$ cat config.mk
export PLATFORM = sky130hd
export DESIGN_NAME = ysyx_25040111_lsu_axi
export DESIGN_NICKNAME = d
export VERILOG_FILES = /design/src/rtl/ysyx_25040111_lsu_axi_pkg.sv /design/src/rtl/ysyx_25040111_lsu_align.sv /design/src/rtl/ysyx_25040111_lsu_axi.sv
export SDC_FILE = /design/constraint.sdc
export NUM_CORES = 1
export LEC_CHECK = 0
export ABC_AREA = 1
export BUFFER_PORTS_ARGS = -buffer_cell sky130_fd_sc_hd__buf_2
export CAP_MARGIN = 20
export CORE_ASPECT_RATIO = 2
export CORE_MARGIN = 4
export CORE_UTILIZATION = 30
export DETAILED_ROUTE_END_ITERATION = 12
export SLEW_MARGIN = 10
export SYNTH_ARGS = -nofsm -noshare
export SYNTH_HDL_FRONTEND = slang
export SYNTH_SLANG_ARGS = --single-unit
$ cat constraint.sdc
create_clock -name clk -period 4.6 [get_ports clk]
set_clock_uncertainty 0.15 [all_clocks]
set_input_delay 0.46 -clock clk [delete_from_list [all_inputs] [get_ports clk]]
set_output_delay 0.46 -clock clk [all_outputs]
set_load 0.05 [all_outputs]
$ cat src/rtl/ysyx_25040111_lsu_axi_pkg.sv
// Shared FSM states, AXI constants and size encodings for the LSU AXI master.
package ysyx_25040111_lsu_axi_pkg;
  typedef enum logic [2:0] {S_IDLE, S_AR, S_R, S_AW_W, S_B, S_RESP} state_t;

  localparam logic [1:0] BURST_INCR = 2'b01;
  localparam logic [1:0] RESP_OKAY  = 2'b00;

  localparam logic [1:0] SIZE_B = 2'd0;
  localparam logic [1:0] SIZE_H = 2'd1;
  localparam logic [1:0] SIZE_W = 2'd2;
  localparam logic [1:0] SIZE_D = 2'd3;

  // For size 3 the mask wraps to 3'b111, which is exactly the doubleword mask.
  function automatic logic is_misaligned(input logic [2:0] addr_lo, input logic [1:0] size);
    return (addr_lo & ((3'd1 << size) - 3'd1)) != 3'd0;
  endfunction
endpackage

$ cat src/rtl/ysyx_25040111_lsu_align.sv
// Combinational lane steering: store data/strobe shift into a double-word window, load extract and extend.
// The upper half of each window is the second beat of a split access.
module ysyx_25040111_lsu_align
  import ysyx_25040111_lsu_axi_pkg::*;
#(
  parameter int DATA_W = 32,
  parameter int STRB_W = DATA_W / 8,
  parameter int OFF_W  = $clog2(DATA_W / 8)
) (
  input  logic [1:0]          size,
  input  logic [OFF_W-1:0]    off,
  input  logic                sign,
  input  logic [DATA_W-1:0]   wdata,
  output logic [2*DATA_W-1:0] wdata_wide,
  output logic [2*STRB_W-1:0] wstrb_wide,
  input  logic [2*DATA_W-1:0] rdata_wide,
  output logic [DATA_W-1:0]   rdata_ext
);
  logic [STRB_W-1:0] mask;
  logic [DATA_W-1:0] shifted;
  logic              msb;

  always_comb begin
    case (size)
      SIZE_B:  mask = STRB_W'(1'b1);
      SIZE_H:  mask = STRB_W'(2'b11);
      SIZE_W:  mask = STRB_W'(4'hF);
      default: mask = '1;
    endcase
    wstrb_wide = {{STRB_W{1'b0}}, mask} << off;
    wdata_wide = {{DATA_W{1'b0}}, wdata} << {off, 3'b000};
  end

  always_comb begin
    shifted = DATA_W'(rdata_wide >> {off, 3'b000});
    case (size)
      SIZE_B:  msb = shifted[7];
      SIZE_H:  msb = shifted[15];
      SIZE_W:  msb = shifted[31];
      default: msb = shifted[DATA_W-1];
    endcase
    rdata_ext = '0;
    for (int i = 0; i < DATA_W; i++)
      rdata_ext[i] = (i < (8 << size)) ? shifted[i] : (sign & msb);
  end
endmodule

$ cat src/rtl/ysyx_25040111_lsu_axi.sv
// Load/store unit with a single-outstanding AXI4 master; req_ready stays low until the response handshake.
// LSU_MISALIGN_SPLIT_EN splits word-crossing accesses into two beats; otherwise misaligned accesses fault.
module ysyx_25040111_lsu_axi
  import ysyx_25040111_lsu_axi_pkg::*;
#(
  parameter int         ADDR_W = 32,
  parameter int         DATA_W = 32,
  parameter logic [3:0] AXI_ID = 4'd0
) (
  input  logic                clk,
  input  logic                rst,
  input  logic                req_valid,
  output logic                req_ready,
  input  logic                req_wen,
  input  logic                req_sign,
  input  logic [1:0]          req_size,
  input  logic [ADDR_W-1:0]   req_addr,
  input  logic [DATA_W-1:0]   req_wdata,
  output logic                resp_valid,
  input  logic                resp_ready,
  output logic [DATA_W-1:0]   resp_rdata,
  output logic                resp_err,
  output logic                m_awvalid,
  input  logic                m_awready,
  output logic [ADDR_W-1:0]   m_awaddr,
  output logic [3:0]          m_awid,
  output logic [7:0]          m_awlen,
  output logic [2:0]          m_awsize,
  output logic [1:0]          m_awburst,
  output logic                m_wvalid,
  input  logic                m_wready,
  output logic [DATA_W-1:0]   m_wdata,
  output logic [DATA_W/8-1:0] m_wstrb,
  output logic                m_wlast,
  input  logic                m_bvalid,
  output logic                m_bready,
  input  logic [1:0]          m_bresp,
  input  logic [3:0]          m_bid,
  output logic                m_arvalid,
  input  logic                m_arready,
  output logic [ADDR_W-1:0]   m_araddr,
  output logic [3:0]          m_arid,
  output logic [7:0]          m_arlen,
  output logic [2:0]          m_arsize,
  output logic [1:0]          m_arburst,
  input  logic                m_rvalid,
  output logic                m_rready,
  input  logic [DATA_W-1:0]   m_rdata,
  input  logic [1:0]          m_rresp,
  input  logic                m_rlast,
  input  logic [3:0]          m_rid
);
  localparam int         STRB_W   = DATA_W / 8;
  localparam int         OFF_W    = $clog2(STRB_W);
  localparam logic [1:0] MAX_SIZE = 2'(OFF_W);

  state_t              state;
  logic [ADDR_W-1:0]   addr_q;
  logic [DATA_W-1:0]   wdata_q, rbuf_lo;
  logic [1:0]          size_q;
  logic                sign_q, split_q, phase_q, err_q;
  logic                fault_now, split_now, bus_err;
  logic [OFF_W-1:0]    off;
  logic [ADDR_W-1:0]   base_addr, bus_addr;
  logic [2:0]          bus_size;
  logic [2*DATA_W-1:0] wdata_wide, rdata_wide;
  logic [2*STRB_W-1:0] wstrb_wide;
  logic [DATA_W-1:0]   rdata_ext;
  logic                unused_ids;

`ifdef LSU_MISALIGN_SPLIT_EN
  always_comb begin
    fault_now = req_size > MAX_SIZE;
    split_now = !fault_now && ((int'(req_addr[OFF_W-1:0]) + (1 << req_size)) > STRB_W);
  end
`else
  always_comb begin
    fault_now = (req_size > MAX_SIZE) || is_misaligned(req_addr[2:0], req_size);
    split_now = 1'b0;
  end
`endif

  // Split beats use full-width transfers at word-aligned addresses, low word first.
  assign off        = addr_q[OFF_W-1:0];
  assign base_addr  = {addr_q[ADDR_W-1:OFF_W], {OFF_W{1'b0}}} + (phase_q ? ADDR_W'(STRB_W) : '0);
  assign bus_addr   = split_q ? base_addr : addr_q;
  assign bus_size   = split_q ? 3'(OFF_W) : {1'b0, size_q};
  assign rdata_wide = phase_q ? {m_rdata, rbuf_lo} : {{DATA_W{1'b0}}, m_rdata};
  assign bus_err    = (state == S_R) ? (m_rresp != RESP_OKAY) : (m_bresp != RESP_OKAY);
  assign unused_ids = ^{m_bid, m_rid, m_rlast};

  assign m_awaddr  = bus_addr;
  assign m_awid    = AXI_ID;
  assign m_awlen   = 8'd0;
  assign m_awsize  = bus_size;
  assign m_awburst = BURST_INCR;
  assign m_wdata   = phase_q ? wdata_wide[2*DATA_W-1:DATA_W] : wdata_wide[DATA_W-1:0];
  assign m_wstrb   = phase_q ? wstrb_wide[2*STRB_W-1:STRB_W] : wstrb_wide[STRB_W-1:0];
  assign m_wlast   = 1'b1;
  assign m_araddr  = bus_addr;
  assign m_arid    = AXI_ID;
  assign m_arlen   = 8'd0;
  assign m_arsize  = bus_size;
  assign m_arburst = BURST_INCR;

  ysyx_25040111_lsu_align #(.DATA_W(DATA_W)) u_align (
    .size       (size_q),
    .off        (off),
    .sign       (sign_q),
    .wdata      (wdata_q),
    .wdata_wide (wdata_wide),
    .wstrb_wide (wstrb_wide),
    .rdata_wide (rdata_wide),
    .rdata_ext  (rdata_ext)
  );

  always_ff @(posedge clk or posedge rst) begin
    if (rst) begin
      state      <= S_IDLE;
      req_ready  <= 1'b1;
      resp_valid <= 1'b0;
      resp_err   <= 1'b0;
      resp_rdata <= '0;
      m_awvalid  <= 1'b0;
      m_wvalid   <= 1'b0;
      m_bready   <= 1'b0;
      m_arvalid  <= 1'b0;
      m_rready   <= 1'b0;
      addr_q     <= '0;
      wdata_q    <= '0;
      rbuf_lo    <= '0;
      size_q     <= '0;
      sign_q     <= 1'b0;
      split_q    <= 1'b0;
      phase_q    <= 1'b0;
      err_q      <= 1'b0;
    end else begin
      case (state)
        S_IDLE: if (req_valid) begin
          req_ready <= 1'b0;
          addr_q    <= req_addr;
          wdata_q   <= req_wdata;
          size_q    <= req_size;
          sign_q    <= req_sign;
          split_q   <= split_now;
          phase_q   <= 1'b0;
          err_q     <= 1'b0;
          if (fault_now) begin
            state      <= S_RESP;
            resp_valid <= 1'b1;
            resp_err   <= 1'b1;
            resp_rdata <= '0;
          end else if (req_wen) begin
            state     <= S_AW_W;
            m_awvalid <= 1'b1;
            m_wvalid  <= 1'b1;
          end else begin
            state     <= S_AR;
            m_arvalid <= 1'b1;
          end
        end
        S_AR: if (m_arready) begin
          m_arvalid <= 1'b0;
          m_rready  <= 1'b1;
          state     <= S_R;
        end
        S_R: if (m_rvalid) begin
          m_rready <= 1'b0;
          if (split_q && !phase_q) begin
            phase_q   <= 1'b1;
            rbuf_lo   <= m_rdata;
            err_q     <= err_q | bus_err;
            m_arvalid <= 1'b1;
            state     <= S_AR;
          end else begin
            state      <= S_RESP;
            resp_valid <= 1'b1;
            resp_err   <= err_q | bus_err;
            resp_rdata <= rdata_ext;
          end
        end
        S_AW_W: begin
          if (m_awready) m_awvalid <= 1'b0;
          if (m_wready)  m_wvalid  <= 1'b0;
          if ((m_awready || !m_awvalid) && (m_wready || !m_wvalid)) begin
            m_bready <= 1'b1;
            state    <= S_B;
          end
        end
        S_B: if (m_bvalid) begin
          m_bready <= 1'b0;
          if (split_q && !phase_q) begin
            phase_q   <= 1'b1;
            err_q     <= err_q | bus_err;
            m_awvalid <= 1'b1;
            m_wvalid  <= 1'b1;
            state     <= S_AW_W;
          end else begin
            state      <= S_RESP;
            resp_valid <= 1'b1;
            resp_err   <= err_q | bus_err;
            resp_rdata <= '0;
          end
        end
        S_RESP: if (resp_ready) begin
          resp_valid <= 1'b0;
          resp_err   <= 1'b0;
          req_ready  <= 1'b1;
          state      <= S_IDLE;
        end
        default: state <= S_IDLE;
      endcase
    end
  end
endmodule

# Word-level counts from Yosys, hierarchy flattened
# Cells that the tools add are included.
totals:
  regBits: 111
  inputBits: 122
  output_inout_bits: 175
  elab_cells: 191
op_classes:
  addsub: 1
  magnitude_cmp: 33
  n_eq_ne: 20
  shifts: 5
  mux: 83
  bitwise: 5
  reduce_logical: 29
op_table:
  columns: ["op", "count"]
  rows:
  - ["< comparator 6 x 32 -> 1 bit (first input constant)", 16]
  - ["< comparator 5 x 32 -> 1 bit (first input constant)", 8]
  - ["two-way mux 32 bit", 5]
  - ["< comparator 4 x 32 -> 1 bit (first input constant)", 4]
  - ["case mux 32 bit (3 select lines)", 1]
  - ["< comparator 3 x 32 -> 1 bit (first input constant)", 2]
  - ["two-way mux 64 bit", 1]
  - ["left shift 32 x 5 -> 64 bit", 1]
  - [">> shifter 64 x 5 -> 32 bit", 1]
  - ["two-way mux 1 bit", 56]
  - ["< comparator 1 x 32 -> 1 bit (first input constant)", 1]
  - ["< comparator 2 x 32 -> 1 bit (first input constant)", 1]
  - ["left shift 4 x 2 -> 32 bit (first input constant)", 1]
  - ["inequality test 2 bit (second input constant)", 14]
  - ["two-way mux 3 bit", 7]
  - ["AND reduction 7 bit", 3]
  - ["case mux 3 bit (6 select lines)", 1]
  - ["AND reduction 6 bit", 3]
  - ["case mux 1 bit (2 select lines)", 7]
  - ["nonzero test 3 bit", 4]
  - ["nonzero test 2 bit", 5]
  - ["AND reduction 3 bit", 3]
  - ["case mux 1 bit (4 select lines)", 2]
  - ["case mux 4 bit (2 select lines)", 1]
  - ["22 further kinds", 28]

# Longest topological paths before layout
# Gate-level depths: netlist of the first run.
depth:
  depth_word: 8
  mapped_depth: 12

# Modules after synthesis
# Synthesis of the first run repeated with hierarchy kept, for this count alone.
hier_totals:
  hier_cells: 1039
  area_unflattened_um2: 7214.4
by_module_without_submodules:
  columns: ["module", "n_inst", "cells_per_inst", "area_each_um2", "seq_area_each_um2"]
  rows:
  - ["ysyx_25040111_lsu_axi", 1, 647, 5328.9, 2753.9]
  - ["ysyx_25040111_lsu_align", 1, 392, 1885.6, 0.0]

# Worst setup path before layout of the first run
# OpenSTA, ideal clock, no wires.
synth_path:
  kind: "register to output"
  startpoint: "register addr_q[1]"
  endpoint: "output m_wdata[17]"
  arrival_ps: 2507
  slack_ps: 1483
  stages_incl_launch_ff: 5
  n_path_buf: 2
  cell_sequence: "dfrtp_1 buf_2 buf_1 nand2_1 o21ai_0"
synth_between:
  elab_chain_cells: 2
synth_rtl:
  columns: ["element", "line_no", "text"]
  rows:
  - ["start, declared", "ysyx_25040111_lsu_axi.sv:58", "logic [ADDR_W-1:0] addr_q;"]
  - ["start signal, assigned", "ysyx_25040111_lsu_axi.sv:141", "addr_q <= req_addr;"]
  - ["left shift 32 x 5 -> 64 bit", "ysyx_25040111_lsu_align.sv:31", "wdata_wide = {{DATA_W{1'b0}}, wdata} << {off, 3'b000};"]
  - ["two-way mux 32 bit", "ysyx_25040111_lsu_axi.sv:97", "assign m_wdata = phase_q ? wdata_wide[2*DATA_W-1:DATA_W] : wdata_wide[DATA_W-1:0];"]
  - ["end, declared", "ysyx_25040111_lsu_axi.sv:32", "output logic [DATA_W-1:0] m_wdata,"]
# Every way passes these cells.

# Final worst setup path of the first run
layout_path:
  startpoint: "register addr_q[0]"
  endpoint: "output m_wdata[17]"
# The elaborated chain is that of the path after synthesis.

==> flow_summary.yaml, run 1 <==
logic_synthesis:
  ys_ff_latch: 110
  synth-compound-area-share_pct: 12.19
  synth_mux_area_share_pct: 0
  synth_xor_area_share_pct: 0
  seq_area_frac_synth_pct: 44.73
  avgSynthCellArea_um2: 7.392
  netlist_instances: 833
  synth_top_family_by_area: "simple AND/OR/NAND/NOR gates"
  synthSimpleGateAreaFrac_pct: 27.78
  yosys_warnings: 0
  synth_cell_type_count: 30
  synth_area_mm2: 0.006157
  post_synth_fa_ha_maj_area_fraction_pct: 0
critical_path:
  cp_max_fo: 56
  path_delay_family: "buffers and inverters"
  endpoint_kind: "output pin"
  slowest_delay_ps: 690
  setup.worst_path.start_class: "register"
  critPathArrivalTime_ps: 2610
  cp_num_buf_inv: 2
  path_class: "reg -> out"
  cp_slowest_cell: "inv_2"
  crit_required_ps: 3990
  path_cells: "inv_2, nand2_1, o21ai_0, buf_2"
clock_tree:
  ctsResizeCount: 0
  cts_sinks: 110
  clk_pin_slew_ps: 80
  ctsRootBufferMaster: "clkbuf_16"
  clock_latency_ps: 350
  tritoncts: "yes"
  numCtsBuffers: 9
  cts.htree.levels: 3
  clock_path_buffers: 2
timing:
  max_freq_mhz: 310.8
  finalSetupViolCount: 0
  fin_crit_sh_pct: 69.94
  period_needed_ps: 3217
  finalMaxSlewViolations: 0
  relSlewSlack_pct: 36.28
  rsz0062_at_grt: "false"
  tightest_slew_ps: 954.4
  tns_ps: 0
  hold_violations: 0
hold_path:
  hold_class: "in -> reg"
routing:
  vias_per_cell: 4.621
  drc_errors: 0
  wl_per_cell_um: 16.31
  vias: 6003
  postRouteWirelength_um: 21190
  drtIter0Drc: 287
  dr.pass1.iters: 5
  postRouteAntennaNets: 0
grt:
  grt_max_degree: 95
  grt_usage_pct: 18.17
  grt_pass1_wl_um: 31620
  antenna_found_initial: 5
  overflow: 0
  grt_pass1_vias: 5787
floorplanning:
  die_y_um: 210.6
  rows: 73
  dieArea_mm2: 0.02302
  start_util_pct: 30.78
  coreArea_mm2: 0.02000
  die_w_um: 109.3
  io_pins: 297
placed_design:
  dpl.hpwl_um: 15810
  portBuffers: 256
  place.gp.congestion: 0.8489
flow_run:
  cap_viol_max_count: 0
status:
  outcome: "finished clean"
layout:
  fill_cells: 2197
  final_layout_size_suffix_gt1_share_pct: 29.43
  fin_nets: 1150
  areaGrowthSynthToFinish_pct: 22.03
==> layout make-up <==
class                   count  area [um2]  share of cell area (%)
diodes                      4       10.01                  0.1332
clock buffers              10       239.0                   3.181
clock inverters             6       46.29                  0.6162
inverters                  55       209.0                   2.781
multi-input cells         588        2582                   34.37
flip-flops and latches    110        2755                   36.67
well taps                 262       327.8                   4.363
repair buffers            264        1344                   17.89
==> worst paths after layout <==
path / startpoint / endpoint / slack, ps / cells past startpoint
worst max-delay path: addr_q[0] / m_wdata[17] / 1380 / 4
worst min-delay path: m_wready / m_wvalid / 140 / 2
worst max register to register: addr_q[1] / resp_rdata[15] / 1870 / 7
worst min register to register: m_arvalid / m_arvalid / 330 / 2
max in group asynchronous: rst / wdata_q[19] / 2890 / 4
min in group asynchronous: rst / addr_q[14] / 470 / 3
==> registers in the layout (all words and copies together), names as in the netlist, 2 cells and up <==
register	cells
resp_rdata	32
size_q	2
wdata_q	32
state	3
addr_q	32
==> cells in the mapped netlist <==
cell type	number	share of area [%]
o22ai_1	7	0.71
nand2_1	319	19
o21ai_0	80	6.5
o21ai_1	1	0.081
a22oi_1	2	0.24
clkbuf_1	16	0.98
o211ai_1	15	1.8
buf_1	2	0.12
nor2_1	44	2.7
dfstp_2	1	0.43
nand2_2	5	0.51
nand3_4	1	0.28
a22o_1	1	0.14
a21oi_1	25	2.0
conb_1	2	0.12
nor3_1	1	0.081
nor2_2	2	0.20
a31oi_1	1	0.10
dfrtp_1	109	44
nor3_2	1	0.16
inv_1	50	3.0
o21ai_2	3	0.43
nor2_4	3	0.55
o21a_1	1	0.12
buf_4	67	8.2
buf_2	18	1.5
buf_6	6	1.1
nand2_4	2	0.37
inv_2	5	0.30
nand3_1	43	3.5
==> layout by cell type (no fill, tap or decap), drive strengths merged, types with 2 or more instances in the layout <==
master / count
o22ai: 7
nor3: 2
conb: 31
clkinv: 4
inv: 56
dfrtp: 109
a22oi: 2
a21oi: 25
nand2: 326
nand3: 44
nor2: 49
buf: 263
o21ai: 84
o211ai: 15
clkbuf: 10
diode: 4
==> logic make-up after synthesis <==
| logic type | count (synthesis) |
|---|---|
| AOI/OAI and AO/OA | 136 |
| buffers and inverters | 164 |
| DFF | 110 |
| other | 2 |
| and+or+nand+nor | 421 |
==> routing by layer <==
metal	vias up	global-route usage [%]	share of wire (%)
li1	2931	-	-
met5	-	0	0.061
met1	2776	19.94	35
met3	42	2.268	5.8
met2	252	33.21	55
met4	2	9.643	3.7
==> repair_timing <==
action,in CTS,in global routing
endpoints found under the hold margin,21,0
setup buffers,0,0
hold buffers,1,0
==> metrics by stage <==
step | instance area [um2] | instances | util, % | setup WS (ps) | hold slack [ps]
6_report | 7513 | 1299 | 37.56 | 1383 | 137.3
4_1_cts | 7503 | 1295 | 37.51 | 1311 | 119.0
3_3_place_gp | 7208 | 1278 | 36.04 | 1762 | 296.0
3_5_place_dp | 7208 | 1278 | 36.04 | 1724 | 303.6
2_1_floorplan | 6266 | 862 | - | 1089 | 292.2
5_1_grt | 7511 | 1298 | 37.55 | 1062 | 139.5
Power of run 1 is left out: the tool's default activity adds up to more than one toggle a clock period on the data nets, which glitch-free logic cannot reach.
==> inputs of run 2 (changes only) <==
Settings changed: ABC_AREA 1 to 0.
Clock period 4.6 ns to 3.2 ns, I/O delays scaled along.
==> run 2 against run 1 <==
Compared with the run above:
- the run now ends with negative hold slack left
- worst hold slack worse by 180 ps
- critical path type unchanged
- sequential cell count stayed put
- synthesized area is 3.8% lower
- die area is 3.6% lower
- utilization is 0.55 points higher
- worst setup slack worse by 790 ps
- sequential share of layout area is 0.67 points higher
- final cell count is 23% lower
- via count is 21% lower
- wire length is 20% lower
- final area is 1.7% lower
- first-iteration DRC count is 47% lower
==> flow_summary.yaml, run 2 <==
status:
  outcome: "complete, but fails checks"
  violations: "negative hold slack"
clock_tree:
  ctsRootBufferMaster: "clkbuf_16"
  ctsResizeCount: 0
  tritoncts: "yes"
  cts_sinks: 110
  clock_path_buffers: 2
  clock_latency_ps: 340
  post_cts_buffers: 0
  clk_pin_slew_ps: 70
  cts.htree.levels: 3
  holdBufCountCts: 1
  numCtsBuffers: 9
logic_synthesis:
  ys_async_sr_fraction_pct: 100.0
  yosys_warnings: 0
  netlist.area_leader.share_pct: 46.07
  seq_area_frac_synth_pct: 46.51
  ys_ff_latch: 110
  synth_ff_type: "dfrtp_1"
  avgSynthCellArea_um2: 11.15
  netlist_instances: 531
  synth_area_mm2: 0.005921
  synth_cell_type_count: 48
  synth_edf_count: 0
  synth.area.top_cells: "dfrtp_1 46%, mux2_2 14%, buf_4 8.7%"
  synth_common_cells: "109 x dfrtp_1, 71 x mux2_2, 69 x buf_4"
  synthMostInstantiatedCell: "dfrtp_1"
  synth_top_cell_by_area: "dfrtp_1"
critical_path:
  critPathArrivalTime_ps: 2140
  slowest_delay_ps: 690
  crit_required_ps: 2730
  endpoint_kind: "output pin"
  setup.worst_path.start_class: "register"
  path_class: "reg -> out"
  path_delay_family: "flip-flops"
  cp_slowest_cell: "dfrtp_2"
  cp_num_buf_inv: 1
  cp_max_fo: 23
  path_cells: "nor2b_2, nand2_1, o21ai_0, buf_2"
floorplanning:
  dieArea_mm2: 0.02218
  coreArea_mm2: 0.01937
  die_w_um: 107.3
  start_util_pct: 30.57
  io_pins: 297
  die_y_um: 206.7
  rows: 72
placed_design:
  portBuffers: 256
  dpl.hpwl_um: 12840
  pre_cts_slack_ps: 724.8
  place.gp.congestion: 0.8102
timing:
  tightest_slew_ps: 737.3
  fin_crit_sh_pct: 81.58
  fin_ws_ps: 589.6
  tns_ps: 0
  period_needed_ps: 2610
  max_freq_mhz: 383.1
  finalMaxSlewViolations: 0
  finalSetupViolCount: 0
  finalHoldWorstSlack_ps: -40.32
  hold_violations: 28
  relSlewSlack_pct: 50.85
  rsz0062_at_grt: "false"
routing:
  wl_per_cell_um: 16.97
  vias_per_cell: 4.714
  postRouteAntennaNets: 0
  postRouteWirelength_um: 17020
  drtIter0Drc: 151
  dr.pass1.iters: 4
  drc_errors: 0
  vias: 4728
layout:
  areaGrowthSynthToFinish_pct: 24.68
  final_common_cell: "buf_2"
  fin_nets: 860
  top_regs: "addr_q (32), resp_rdata (32), wdata_q (32)"
  layout_common_cells: "256 x buf_2, 107 x dfrtp_1, 71 x mux2_2"
  final_layout_size_suffix_gt1_share_pct: 48.59
  fill_cells: 1951
grt:
  antenna_found_initial: 2
  grt_pass1_wl_um: 25570
  grt_pass1_vias: 4762
  grt_usage_pct: 14.89
  grt_max_degree: 111
  overflow: 0
flow_run:
  cap_viol_max_count: 0
hold_path:
  hold_class: "in -> async"
==> run 2: cells by family after synthesis <==
group	Yosys count	synth area share, %
compound gates	114	13.69
flops	110	46.51
other cells	2	0.1268
buf+inv	108	11.86
simple gates	85	7.016
mux	111	20.65
xor+xnor	1	0.1480
==> run 2: through the flow <==
stage / instances / util, % / area (um2)
2_1_floorplan: 560 / - / 6033
3_3_place_gp: 985 / 36.61 / 7091
3_5_place_dp: 985 / 36.61 / 7091
4_1_cts: 1002 / 38.10 / 7380
5_1_grt: 1003 / 38.11 / 7382
6_report: 1003 / 38.11 / 7382
==> run 2: final cells by class <==
type	instances	area [um2]	share of cell area (%)
Inverter	8	33.78	0.4576
Timing Repair Buffer	267	1404	19.02
Sequential cell	110	2756	37.34
Antenna cell	1	2.502	0.03390
Multi-Input combinational cell	342	2582	34.98
Clock buffer	13	260.3	3.525
Tap cell	259	324.1	4.390
Clock inverter	3	18.77	0.2542
==> run 2: per-layer routing <==
metal / up-vias / track usage, % / share of wire, %
li1: 2219 / - / -
met2: 200 / 27.67 / 54
met4: 0 / 5.463 / 2.1
met5: - / 0 / 0
met1: 2291 / 16.02 / 36
met3: 18 / 3.859 / 7.7
==> run 2: tightest hold or removal path, stage by stage <==
cell and delay (ps):
buf_2 110, clkinvlp_4 70, buf_12 420
==> run 2: path summary, 6_finish.rpt <==
kind                           start  cells after the start        endpoint  slack, ps
min in group clk            m_wready                      2        m_wvalid         20
min                              rst                      3  resp_rdata[17]        -40
max in group asynchronous        rst                      3       addr_q[0]       2380
min reg2reg                req_ready                      2       req_ready        320
max                        addr_q[0]                      4     m_wdata[19]        590
max reg2reg                addr_q[0]                      5  resp_rdata[25]        770
Power of run 2 is left out for the same reason.
==> inputs of run 3 (changes only) <==
Clock period 3.2 ns to 2.3 ns, I/O delays scaled along.
==> run 3 against run 2 <==
Compared with the run above:
- the flow now finishes without violations
- die area stayed put
- via count is 7.6% higher
- final cell count is 8.2% higher
- critical path depth is 1 higher
- first-iteration DRC count is 17% lower
- register-to-register slack worse by 580 ps
- sequential share of layout area is 4.6 points lower
- wire length is 9.8% higher
- utilization is 5.4 points higher
- worst hold slack better by 66 ps
- non-clock buffer count is 83 higher
- worst setup slack worse by 480 ps
==> flow_summary.yaml, run 3 (synthesized netlist as in run 2, its figures left out) <==
critical_path:
  critPathArrivalTime_ps: 1810
  setup.worst_path.start_class: "register"
  crit_required_ps: 1920
  worstSetupStartpoint: "addr_q[1]"
  rr_endpoint: "resp_rdata[16]"
  cp_max_fo: 26
  critPathCapture: "m_wdata[31]"
  reg2reg_slack_ps: 190
  timing.rr.start: "state[1]"
  endpoint_kind: "output pin"
  path_class: "reg -> out"
  reg2reg_depth: 4
timing:
  relSlewSlack_pct: 59.38
  fin_crit_sh_pct: 95.31
  finalSetupViolCount: 0
  tightest_slew_ps: 609.3
  max_freq_mhz: 456.2
  period_needed_ps: 2192
  finalMaxSlewViolations: 0
  rsz0062_at_grt: "false"
  finalHoldWorstSlack_ps: 26.02
  hold_violations: 0
placed_design:
  place.gp.congestion: 0.7662
  dpl.hpwl_um: 13410
  portBuffers: 256
  dp_cells: 992
  place_area_mm2: 0.007272
layout:
  final_common_cell: "buf_2"
  layout_common_cells: "248 x buf_2, 107 x dfrtp_1, 75 x dlygate4sd3_1"
  final_layout_size_suffix_gt1_share_pct: 48.79
  areaGrowthSynthToFinish_pct: 42.29
  finalInstanceArea_mm2: 0.008424
  top_regs: "addr_q (32), resp_rdata (32), wdata_q (32)"
  fin_cells: 1085
  fin_util_pct: 43.49
  antenna_cells: 0
  fin_nets: 943
floorplanning:
  io_pins: 297
  coreArea_mm2: 0.01937
  dieArea_mm2: 0.02218
  die_y_um: 206.7
  die_w_um: 107.3
  start_util_pct: 30.57
  rows: 72
clock_tree:
  clk_pin_slew_ps: 70
  cts_sinks: 110
  tritoncts: "yes"
  numCtsBuffers: 9
  clock_path_buffers: 2
  cts.htree.levels: 3
  ctsRootBufferMaster: "clkbuf_16"
  clock_latency_ps: 350
status:
  outcome: "finished clean"
routing:
  postRouteWirelength_um: 18690
  wl_per_cell_um: 17.22
  vias: 5086
  postRouteAntennaNets: 0
  drtIter0Drc: 125
  dr.pass1.iters: 4
  drc_errors: 0
  vias_per_cell: 4.688
grt:
  grt_usage_pct: 16.36
  grt_max_degree: 111
  overflow: 0
  grt_pass1_wl_um: 28300
  grt_pass1_vias: 5308
  antenna_found_initial: 0
hold_path:
  hold_class: "in -> reg"
flow_run:
  cap_viol_max_count: 0
## run 3: worst min path at each step
| stage | depth (start not counted) | from | to |
|---|---|---|---|
| after CTS | 2 | m_rdata[24] | resp_rdata[24] |
| after global routing | 2 | m_rdata[24] | resp_rdata[24] |
| after detailed placement | 2 | m_wready | m_wvalid |
| final | 2 | m_rdata[24] | resp_rdata[24] |
| after floorplan | 1 | m_awready | m_awvalid |
| after global placement | 2 | m_wready | m_wvalid |
## run 3: routing by layer
metal  wire (um)  track usage [%]
met5           0                0
met4         379            5.418
met3        1076            2.957
met2       10560            32.03
met1        6677            17.23
## run 3: area by class of cell
type | instances | area, um2
well taps | 259 | 324.1
clock inverters | 3 | 17.52
flip-flops and latches | 110 | 2759
multi-input cells | 342 | 2719
inverters | 8 | 33.78
fillers | 1848 | 10940
repair buffers | 350 | 2301
clock buffers | 13 | 270.3
## run 3: worst max-delay path, stage by stage, from the launching register on
cell and delay, ps:
dfrtp_2 510, buf_12 230, nor2b_1 70, a211oi_1 370, a21oi_4 50, buf_2 220
## run 3: through the flow
step                      TNS, ps  setup WS (ps)
after global placement          0          135.9
after global routing            0          24.42
after detailed placement        0          95.38
after floorplan             -2922         -225.6
final                           0          108.0
after CTS                       0          4.664
## run 3: timing repair
action	4_1_cts	5_1_grt
buffers inserted	0	1
gates resized for setup	6	13
pin swaps	0	1
hold buffers	75	0
hold endpoints to repair	183	0
setup endpoints to repair	9	35
cloned	1	0
Power of run 3 is left out for the same reason.
